$ cat config.mk
export PLATFORM = sky130hd
export DESIGN_NAME = fifo_mode
export DESIGN_NICKNAME = d
export VERILOG_FILES = /design/src/rtl/fifo_mode.sv
export SDC_FILE = /design/constraint.sdc
export NUM_CORES = 1
export LEC_CHECK = 0
export BUFFER_PORTS_ARGS = -buffer_cell sky130_fd_sc_hd__buf_2
export CAP_MARGIN = 20
export CORE_MARGIN = 4
export CORE_UTILIZATION = 60
export CTS_BUF_LIST = sky130_fd_sc_hd__clkbuf_4 sky130_fd_sc_hd__clkbuf_8
export CTS_CLUSTER_SIZE = 8
export DETAILED_ROUTE_END_ITERATION = 16
export GPL_TIMING_DRIVEN = 0
export PLACE_DENSITY_LB_ADDON = 0.12
export RECOVER_POWER = 50
export REMOVE_ABC_BUFFERS = 1
export SKIP_LAST_GASP = 1
export SYNTH_ARGS = -nofsm -noshare
export SYNTH_HDL_FRONTEND = slang
export SYNTH_SLANG_ARGS = --single-unit
$ cat constraint.sdc
create_clock -name clk_i -period 4.6 [get_ports clk_i]
set_input_delay 1.15 -clock clk_i [delete_from_list [all_inputs] [get_ports clk_i]]
set_output_delay 1.15 -clock clk_i [all_outputs]
set_load 0.05 [all_outputs]
$ cat src/rtl/fifo_mode.sv
// fifo_mode: single-clock synchronous FIFO on synchronous-read block storage.
//
// Read modes:
//   SHOWAHEAD=1 : the head word is prefetched and presented on q_o while
//                 empty_o=0; rdreq_i acknowledges (pops) it.
//   SHOWAHEAD=0 : rdreq_i requests a word; q_o carries it one cycle later
//                 (two with REGISTER_OUTPUT=1) and holds it until the next read.
//
// Handshake: a write is accepted when wrreq_i && !full_o, a read when
// rdreq_i && !empty_o, both judged on the flag values before the clock edge.
// A rejected write sets overflow_o, a rejected read sets underflow_o. Both
// flags are sticky until srst_ni.
//
// Ports:
//   clk_i          clock, rising edge
//   srst_ni        synchronous reset, active low, dominates everything
//   clr_i          synchronous flush; like reset but keeps the sticky flags
//   data_i/wrreq_i write data / write request
//   rdreq_i        read request (normal) or acknowledge (showahead)
//   q_o            read data
//   usedw_o        accepted, not yet read words (0..2**AWIDTH)
//   empty_o        registered "q_o valid / read permitted"
//   full_o, almost_full_o, almost_empty_o   decoded from usedw_o
//   overflow_o, underflow_o                 sticky error flags
module fifo_mode #(
  parameter int DWIDTH             = 8,
  parameter int AWIDTH             = 4,
  parameter int ALMOST_FULL_VALUE  = 12,
  parameter int ALMOST_EMPTY_VALUE = 4,
  parameter int SHOWAHEAD          = 1,
  parameter int REGISTER_OUTPUT    = 0
) (
  input  logic              clk_i,
  input  logic              srst_ni,
  input  logic              clr_i,
  input  logic [DWIDTH-1:0] data_i,
  input  logic              wrreq_i,
  input  logic              rdreq_i,
  output logic [DWIDTH-1:0] q_o,
  output logic [AWIDTH:0]   usedw_o,
  output logic              empty_o,
  output logic              full_o,
  output logic              almost_full_o,
  output logic              almost_empty_o,
  output logic              overflow_o,
  output logic              underflow_o
);

  localparam int              DEPTH   = 1 << AWIDTH;
  localparam logic [AWIDTH:0] DEPTH_W = (AWIDTH+1)'(DEPTH);
  localparam logic [AWIDTH:0] AF_W    = (AWIDTH+1)'(ALMOST_FULL_VALUE);
  localparam logic [AWIDTH:0] AE_W    = (AWIDTH+1)'(ALMOST_EMPTY_VALUE);

  logic [DWIDTH-1:0] mem [DEPTH];
  logic [AWIDTH-1:0] wr_ptr;
  logic [AWIDTH-1:0] rd_ptr;
  logic [AWIDTH:0]   usedw_q;
  logic [AWIDTH:0]   usedw_nxt;
  logic              wr_acc;
  logic              rd_acc;
  logic              mem_we;

  assign wr_acc    = wrreq_i && !full_o;
  assign rd_acc    = rdreq_i && !empty_o;
  assign usedw_nxt = usedw_q + (AWIDTH+1)'(wr_acc) - (AWIDTH+1)'(rd_acc);

  assign usedw_o        = usedw_q;
  assign full_o         = (usedw_q == DEPTH_W);
  assign almost_full_o  = (usedw_q >= AF_W);
  assign almost_empty_o = (usedw_q < AE_W);

  // Occupancy, write pointer and sticky error flags.
  always_ff @(posedge clk_i) begin
    if (!srst_ni) begin
      usedw_q     <= '0;
      wr_ptr      <= '0;
      overflow_o  <= 1'b0;
      underflow_o <= 1'b0;
    end else if (clr_i) begin
      usedw_q <= '0;
      wr_ptr  <= '0;
    end else begin
      usedw_q <= usedw_nxt;
      if (mem_we) wr_ptr <= wr_ptr + AWIDTH'(1);
      if (wrreq_i && full_o) overflow_o <= 1'b1;
      if (rdreq_i && empty_o) underflow_o <= 1'b1;
    end
  end

  // Block storage, write port.
  always_ff @(posedge clk_i) begin
    if (srst_ni && !clr_i && mem_we) mem[wr_ptr] <= data_i;
  end

  if (SHOWAHEAD != 0) begin : g_showahead
    // Elastic prefetch chain: stage 0 is the storage read register, the last
    // stage drives q_o. A stage advances when the next one is free or is
    // itself advancing, so back-to-back pops see no bubble.
    localparam int NST = (REGISTER_OUTPUT != 0) ? 3 : 2;
    // Stage that may capture data_i directly (write bypass).
    localparam int BT  = NST - 2;

    logic [NST-1:0]    sv;
    logic [NST-1:0]    adv;
    logic [DWIDTH-1:0] sq [NST];
    logic [AWIDTH:0]   mem_cnt;   // words in storage, not yet prefetched
    logic              fetch;
    logic              byp;
    logic              ahead_clear;

    always_comb begin
      logic a;
      adv = '0;
      a = sv[NST-1] && rd_acc;
      adv[NST-1] = a;
      for (int i = NST - 2; i >= 0; i--) begin
        a = sv[i] && (!sv[i+1] || a);
        adv[i] = a;
      end
      ahead_clear = 1'b1;
      for (int i = 0; i < BT; i++) ahead_clear = ahead_clear && !sv[i];
      fetch = (mem_cnt != '0) && (!sv[0] || adv[0]);
      // With the output stage occupied and nothing queued behind it, a new
      // word would otherwise spend a cycle in storage and starve the output
      // during sustained read+write; it is captured straight into the stage
      // just before the output instead. Order holds because nothing older
      // is waiting upstream of that stage.
      byp = wr_acc && sv[NST-1] && (mem_cnt == '0) && ahead_clear &&
            (!sv[BT] || adv[BT]);
    end

    assign mem_we  = wr_acc && !byp;
    assign empty_o = !sv[NST-1];
    assign q_o     = sq[NST-1];

    always_ff @(posedge clk_i) begin
      if (!srst_ni || clr_i) begin
        rd_ptr  <= '0;
        mem_cnt <= '0;
        sv      <= '0;
        for (int i = 0; i < NST; i++) sq[i] <= '0;
      end else begin
        mem_cnt <= mem_cnt + (AWIDTH+1)'(mem_we) - (AWIDTH+1)'(fetch);
        if (fetch) begin
          rd_ptr <= rd_ptr + AWIDTH'(1);
          sq[0]  <= mem[rd_ptr];
        end else if (byp && BT == 0) begin
          sq[0]  <= data_i;
        end
        sv[0] <= fetch || (byp && BT == 0) || (sv[0] && !adv[0]);
        for (int i = 1; i < NST; i++) begin
          if (adv[i-1]) sq[i] <= sq[i-1];
          else if (byp && i == BT) sq[i] <= data_i;
          sv[i] <= adv[i-1] || (byp && i == BT) || (sv[i] && !adv[i]);
        end
      end
    end
  end else begin : g_normal
    logic [DWIDTH-1:0] ram_q;
    logic [DWIDTH-1:0] q1;
    logic              v1;
    logic              empty_r;

    assign mem_we  = wr_acc;
    assign empty_o = empty_r;

    // Read at edge M lands in ram_q, then q1 at M+1; q1 only loads on a
    // completed read so q_o holds between reads.
    always_ff @(posedge clk_i) begin
      if (!srst_ni || clr_i) begin
        rd_ptr  <= '0;
        ram_q   <= '0;
        q1      <= '0;
        v1      <= 1'b0;
        empty_r <= 1'b1;
      end else begin
        empty_r <= (usedw_nxt == '0);
        v1      <= rd_acc;
        if (rd_acc) begin
          ram_q  <= mem[rd_ptr];
          rd_ptr <= rd_ptr + AWIDTH'(1);
        end
        if (v1) q1 <= ram_q;
      end
    end

    if (REGISTER_OUTPUT != 0) begin : g_oreg
      logic [DWIDTH-1:0] q2;
      logic              v2;
      always_ff @(posedge clk_i) begin
        if (!srst_ni || clr_i) begin
          q2 <= '0;
          v2 <= 1'b0;
        end else begin
          v2 <= v1;
          if (v2) q2 <= q1;
        end
      end
      assign q_o = q2;
    end else begin : g_noreg
      assign q_o = q1;
    end
  end

endmodule

; ---- After elaboration in Yosys (flattened, before gate mapping)
; Memories as Yosys holds them, arrays and structs flattened. A register that Yosys moved wholly into a read port is not among the register bits.
; Index checks and enable logic that the tools add are counted.
[totals]
ff_bits = 22
latch_bits = 0
ram_bits = 144
romBits = 0
inputBits = 13
out_inout_bits = 19
wordCells = 76
mem_count = 2
[mem_list]
columns = name, words, word_bits, rd, rd_clocked_by_memory_dff, wr, line_no
row1 = mem, 16, 8, 1, 1, 1, 54  ; logic [DWIDTH-1:0] mem [DEPTH];
row2 = g_showahead.sq, 2, 8, 2, 0, 2, 105  ; logic [DWIDTH-1:0] sq [NST];
[op_classes]
addsub = 6
n_mul = 0
n_div = 0
order_cmp = 2
n_eq_ne = 1
shift = 0
n_mux = 19
bitwise_logic = 5
n_reduce_logical = 34
[ops]
columns = cell, count
row1 = $mux 8, 3
row2 = $logic_and 1x1->1, 15
row3 = $mux 1, 14
row4 = $add 5x1->5, 2
row5 = $sub 5x1->5, 2
row6 = $add 4x1->4 const B, 2
row7 = $logic_not 1->1, 8
row8 = $mux 4, 2
row9 = $logic_or 1x1->1, 6
row10 = $eq 5x5->1 const B, 1
row11 = $ge 5x4->1 const B, 1
row12 = $logic_not 5->1, 1
row13 = $lt 5x3->1 const B, 1
row14 = $reduce_bool 5->1, 1
row15 = $reduce_and 2->1, 2
row16 = $or 1x1->1, 3
row17 = $not 1->1, 2
row18 = $reduce_or 2->1, 1

; ---- Longest topological paths before layout
[logic_depth]
ltp_word = 11
mapped_depth = 14
depth_no_buf = 13

; ---- Worst setup path after synthesis
; Ideal clock, no wire load.
[synth_timing]
path_type = reg2reg
start = register usedw_q[3] (netlist: usedw_o[3])
end = memory mem[3][0], enable pin
setup_time_ns = 0.383
t_arrival_ns = 3.058
t_required_ns = 4.217
setup_slack_ns = 1.159
path_stages_with_launch = 9
path_buffers = 2
period_less_slack_ns = 3.441
cell_sequence = dfxtp_1 inv_1 ha_1 nor4bb_1 clkbuf_1 a311oi_1 clkbuf_1 nand3_1 nor3_1
[synth_via]
elab_chain_cells = 11
[synth_lines]
columns = item, line_no
row1 = from (decl), 57  ; logic [AWIDTH:0] usedw_q;
row2 = from (signal assigned), 83  ; usedw_q <= usedw_nxt;
row3 = $eq 5x5->1 (*), 68  ; assign full_o = (usedw_q == DEPTH_W);
row4 = via full_o, 42  ; output logic full_o,
row5 = $logic_not 1->1 (*), 63  ; assign wr_acc = wrreq_i && !full_o;
row6 = $logic_and 1x1->1 (*), 63
row7 = $logic_and 1x1->1 (3 in series), 128  ; byp = wr_acc && sv[NST-1] && (mem_cnt == '0) && ahead_clear &&
row8 = $logic_not 1->1, 132  ; assign mem_we = wr_acc && !byp;
row9 = $logic_and 1x1->1 (*), 132
row10 = via mem_we, 61  ; logic mem_we;
row11 = $logic_and 1x1->1 (*), 92  ; if (srst_ni && !clr_i && mem_we) mem[wr_ptr] <= data_i;
row12 = $mux 1 (*), 92
row13 = $mux 1 (implied by the code) (*), 92
row14 = to (decl), 54
; Mark *: on every way through the listed nets, which the timed path passes. The rest lies on a longest branch.

; ---- Final worst setup path
[layout_timing]
start = input rdreq_i
end = memory mem[1][0], enable pin
[layout_via]
elab_chain_cells = 11
[layout_lines]
columns = item, line_no
row1 = from (decl), 38  ; input logic rdreq_i,
row2 = $logic_and 1x1->1, 64  ; assign rd_acc = rdreq_i && !empty_o;
row3 = $logic_and 1x1->1, 114  ; a = sv[NST-1] && rd_acc;
row4 = $logic_or 1x1->1, 117  ; a = sv[i] && (!sv[i+1] || a);
row5 = $logic_and 1x1->1, 117
row6 = $logic_or 1x1->1, 129  ; (!sv[BT] || adv[BT]);
row7 = $logic_and 1x1->1, 128
row8 = $logic_not 1->1, 132
row9 = $logic_and 1x1->1, 132
row10 = $logic_and 1x1->1, 92
row11 = $mux 1, 92
row12 = $mux 1 (implied by the code), 92
; Every way passes these cells.

==> results.py <==
metrics = {
    "status": {
        "status": "finished, final reports clean",
    },
    "setup_path": {
        "timing.critical_path.required_ns": 4.77,
        "critPathSlowestCell": "sky130_fd_sc_hd__a311oi_1",
        "reg2reg_from": "usedw_o[2]",
        "path_buf_inv": 3,
        "timing_worst_setup_path_type": "in2reg",
        "first_element_of_the_critical_path": "rdreq_i",
        "worstPathArrival_ns": 3.89,
        "crit_path_max_fanout": 8,
        "crit_family": "simple AND/OR/NAND/NOR gates",
        "cp-end-kind": "flip-flop",
        "crit_path_start_kind": "primary input",
        "worstPathCellList": "clkbuf_1 > nand3b_1 > a311oi_1 > buf_2 > nand3_1 > nor3_1 > buf_4",
        "cp_slowest_stage_delay_ns": 0.79,
    },
    "synth": {
        "synth_enable_flop_cells": 144,
        "synth_top_cells_by_area": "sky130_fd_sc_hd__edfxtp_1, sky130_fd_sc_hd__mux4_2, sky130_fd_sc_hd__dfxtp_1, sky130_fd_sc_hd__ha_1, sky130_fd_sc_hd__nor2_1",
        "asyncSetResetFlopFracSynth_pct": 0,
        "synth_top_cell_area_share_pct": 60.9,
        "ys.flop_type": "sky130_fd_sc_hd__edfxtp_1",
        "synth_largest_area_cell": "sky130_fd_sc_hd__edfxtp_1",
        "yosysWarningCount": 0,
        "ys_ff_latch": 170,
        "synth_sequential_area_ratio_pct": 68.2,
        "postSynthAreaPerCell_um2": 16.6,
        "syn-cell-area_um2": 7100,
        "postSynthCellCount": 428,
        "synth.distinct_cells": 43,
    },
    "sta": {
        "period_needed_ns": 3.72,
        "final_min_period_over_clock_period_pct": 80.9,
        "timing.slew.headroom_pct": 30.2,
        "grt_setup_unrepaired": "false",
        "hold-worst-slack_ns": 0.514,
        "layout_setup_ws_ns": 0.877,
        "final-setup-viol-count": 0,
        "timing_worst_slew_pin_value_ns": 1.04,
        "final-max-slew-violation-count": 0,
        "timing_hold_violations_final": 0,
        "setup_total_negative_slack_ns": 0,
        "fmaxAchievable_ghz": 0.269,
        "clock-skew-final_ns": 0.0140,
    },
    "worst_hold_path": {
        "hold_crit_start": "overflow_o",
        "hold_class": "reg2reg",
    },
    "placed_design": {
        "buffer_ports.inserted": 31,
        "gp_routability_congestion": 0.805,
        "dp_hpwl_mm": 8.33,
        "place_area_um2": 7370,
        "pre_cts_slack_ns": 0.441,
    },
    "clock_tree": {
        "cts-root-buf": "sky130_fd_sc_hd__clkbuf_8",
        "post_cts.repair.setup_buffers": 0,
        "cts_resized": 0,
        "worst_skew_pair.late_latency_ns": 0.46,
        "clkTransAtPathRegs_ns": 0.10,
        "postCtsHoldBufs": 0,
        "cts.sinks": 170,
        "cts_max_path_buffers": 2,
        "cts_tree": "done",
        "htree_num_levels": 4,
        "number_of_buffers_created_by_cts": 17,
    },
    "final_layout": {
        "finalInstanceArea_um2": 7730,
        "regArea_um2": 4850,
        "finish.net_count": 497,
        "drive_above_1_share_pct": 18.8,
        "area_growth_syn_to_layout_pct": 8.88,
        "filler_cell_count": 774,
        "diodes": 0,
        "footprint_of_the_multi_input_gates_um2": 2040,
    },
    "routing": {
        "totalWireLength_mm": 12.9,
        "initial_drc_count": 352,
        "drc": 0,
        "antenna_violating_nets_post_route": 0,
        "routedWlPerCell_um": 20.9,
        "detailedRoute.firstPassIterationCount": 5,
        "drt-vias-per-instance": 5.94,
        "total_vias_in_the_final_route": 3663,
    },
    "global_route": {
        "grt.total_usage_pct": 20.8,
        "grt_max_degree": 33,
        "vias_in_the_first_global_route": 3677,
        "overflow": 0,
        "number_of_antenna_violations_at_the_first_check_in_global_routing": 0,
        "grt_first_pass_wirelength_mm": 20.2,
    },
    "power": {
        "total_leakage_power_nw": 2.53,
        "pwr_density_cell_nw_per_um2": 458,
        "total_power_mw": 3.54,
        "vdd.ir_drop.worst_mv": 0.288,
    },
    "floorplan": {
        "pin_count": 32,
        "rows": 39,
        "die_w_um": 117,
        "start_util_pct": 61.7,
        "die_y_um": 117,
        "core_area_um2": 11500,
        "die_area_um2": 13600,
    },
    "run": {
        "drv.max_cap_violation_count": 0,
    },
}
metal layers:
layer / wire [um] / global-route usage, % / up-vias
met5: 0 / 0 / -
met4: 129 / 6.04 / 0
met3: 651 / 5.35 / 8
met2: 6570 / 34.5 / 84
met1: 5550 / 27.4 / 1868
li1: - / - / 1703
cell families after synthesis:
kind of cell / synth area share, %
AND/OR/NAND/NOR: 6.11
buffers and inverters: 3.22
AO/OA/AOI/OAI: 4.54
adder cells (fa/ha/maj): 4.26
multiplexers: 12.7
flip-flops: 68.2
XOR/XNOR: 0.986
cells in the mapped netlist, drive strengths merged, types with 3 or more instances:
cell type and n:
edfxtp 144, nor2 35, mux4 32, dfxtp 26
inv 24, ha 21, buf 17, a21oi 11
and2 11, nand2 10, mux2i 9, nand3 9
a2111oi 8, a211oi 8, clkbuf 8, mux2 8
nor3 6, o21ai 5, xnor2 4, xor2 4
a21o 3, a31oi 3, nor2b 3
final timing paths:
| path | end | slack (ns) | cells past startpoint |
|---|---|---|---|
| setup reg to reg | mem[1][0] | 1.04 | 9 |
| setup / recovery | mem[1][0] | 0.88 | 7 |
| hold reg to reg | overflow_o | 0.51 | 2 |
| hold / removal | overflow_o | 0.51 | 2 |
registers in the layout (all words and copies together), names as in the netlist, named ones only:
signal,cells
g_showahead.mem_cnt,5
g_showahead.sq,16
g_showahead.sv,2
mem,128
overflow_o,1
rd_ptr,4
underflow_o,1
usedw_o,5
wr_ptr,4
cell usage in the layout, fill, tap and decap left out, types with 3 or more instances in the layout:
master,n
sky130_fd_sc_hd__mux4_2,32
sky130_fd_sc_hd__a2111oi_1,7
sky130_fd_sc_hd__mux2_2,8
sky130_fd_sc_hd__a21oi_1,11
sky130_fd_sc_hd__xor2_1,4
sky130_fd_sc_hd__nor2_1,35
sky130_fd_sc_hd__a21o_1,3
sky130_fd_sc_hd__clkbuf_8,17
sky130_fd_sc_hd__edfxtp_1,144
sky130_fd_sc_hd__inv_1,24
sky130_fd_sc_hd__nand2_1,10
sky130_fd_sc_hd__and2_1,11
sky130_fd_sc_hd__ha_1,21
sky130_fd_sc_hd__nor2b_1,3
sky130_fd_sc_hd__nand3_1,9
sky130_fd_sc_hd__mux2i_1,9
sky130_fd_sc_hd__clkinv_4,5
sky130_fd_sc_hd__a211oi_1,8
sky130_fd_sc_hd__inv_6,5
sky130_fd_sc_hd__a31oi_1,3
sky130_fd_sc_hd__xnor2_1,4
sky130_fd_sc_hd__buf_4,3
sky130_fd_sc_hd__clkbuf_1,29
sky130_fd_sc_hd__buf_2,6
sky130_fd_sc_hd__nor3_1,5
sky130_fd_sc_hd__o21ai_0,5
sky130_fd_sc_hd__dfxtp_1,24
per-stage QoR:
stage	utilization, %	instances
after global routing	67.2	617
after CTS	67.5	616
final	67.2	617
after detailed placement	64.0	584
after global placement	63.4	577
after floorplan	-	403
worst register-to-register path: cells and delay by family (launching register included):
family,cells,cell delay [ns]
AND/OR/NAND/NOR,3,1.08
buffers and inverters,4,0.88
AO/OA/AOI/OAI,1,0.68
flip-flops,1,0.44
adder cells (fa/ha/maj),1,0.20
area by class of cell:
cell class / instances / share of cell area, %
clock buffers: 18 / 3.12
multi-input cells: 209 / 26.3
well taps: 143 / 2.31
flip-flops and latches: 170 / 62.7
inverters: 24 / 1.16
repair buffers: 39 / 2.35
clock inverters: 14 / 2.07
where the power goes:
part           leakage (nW)  internal, mW  switching (mW)
combinational         0.778         0.279           0.392
clock                 0.202         0.500           0.555
sequential             1.55          1.75          0.0648
total                  2.53          2.53            1.01
Power figures use the tool's default switching activity.
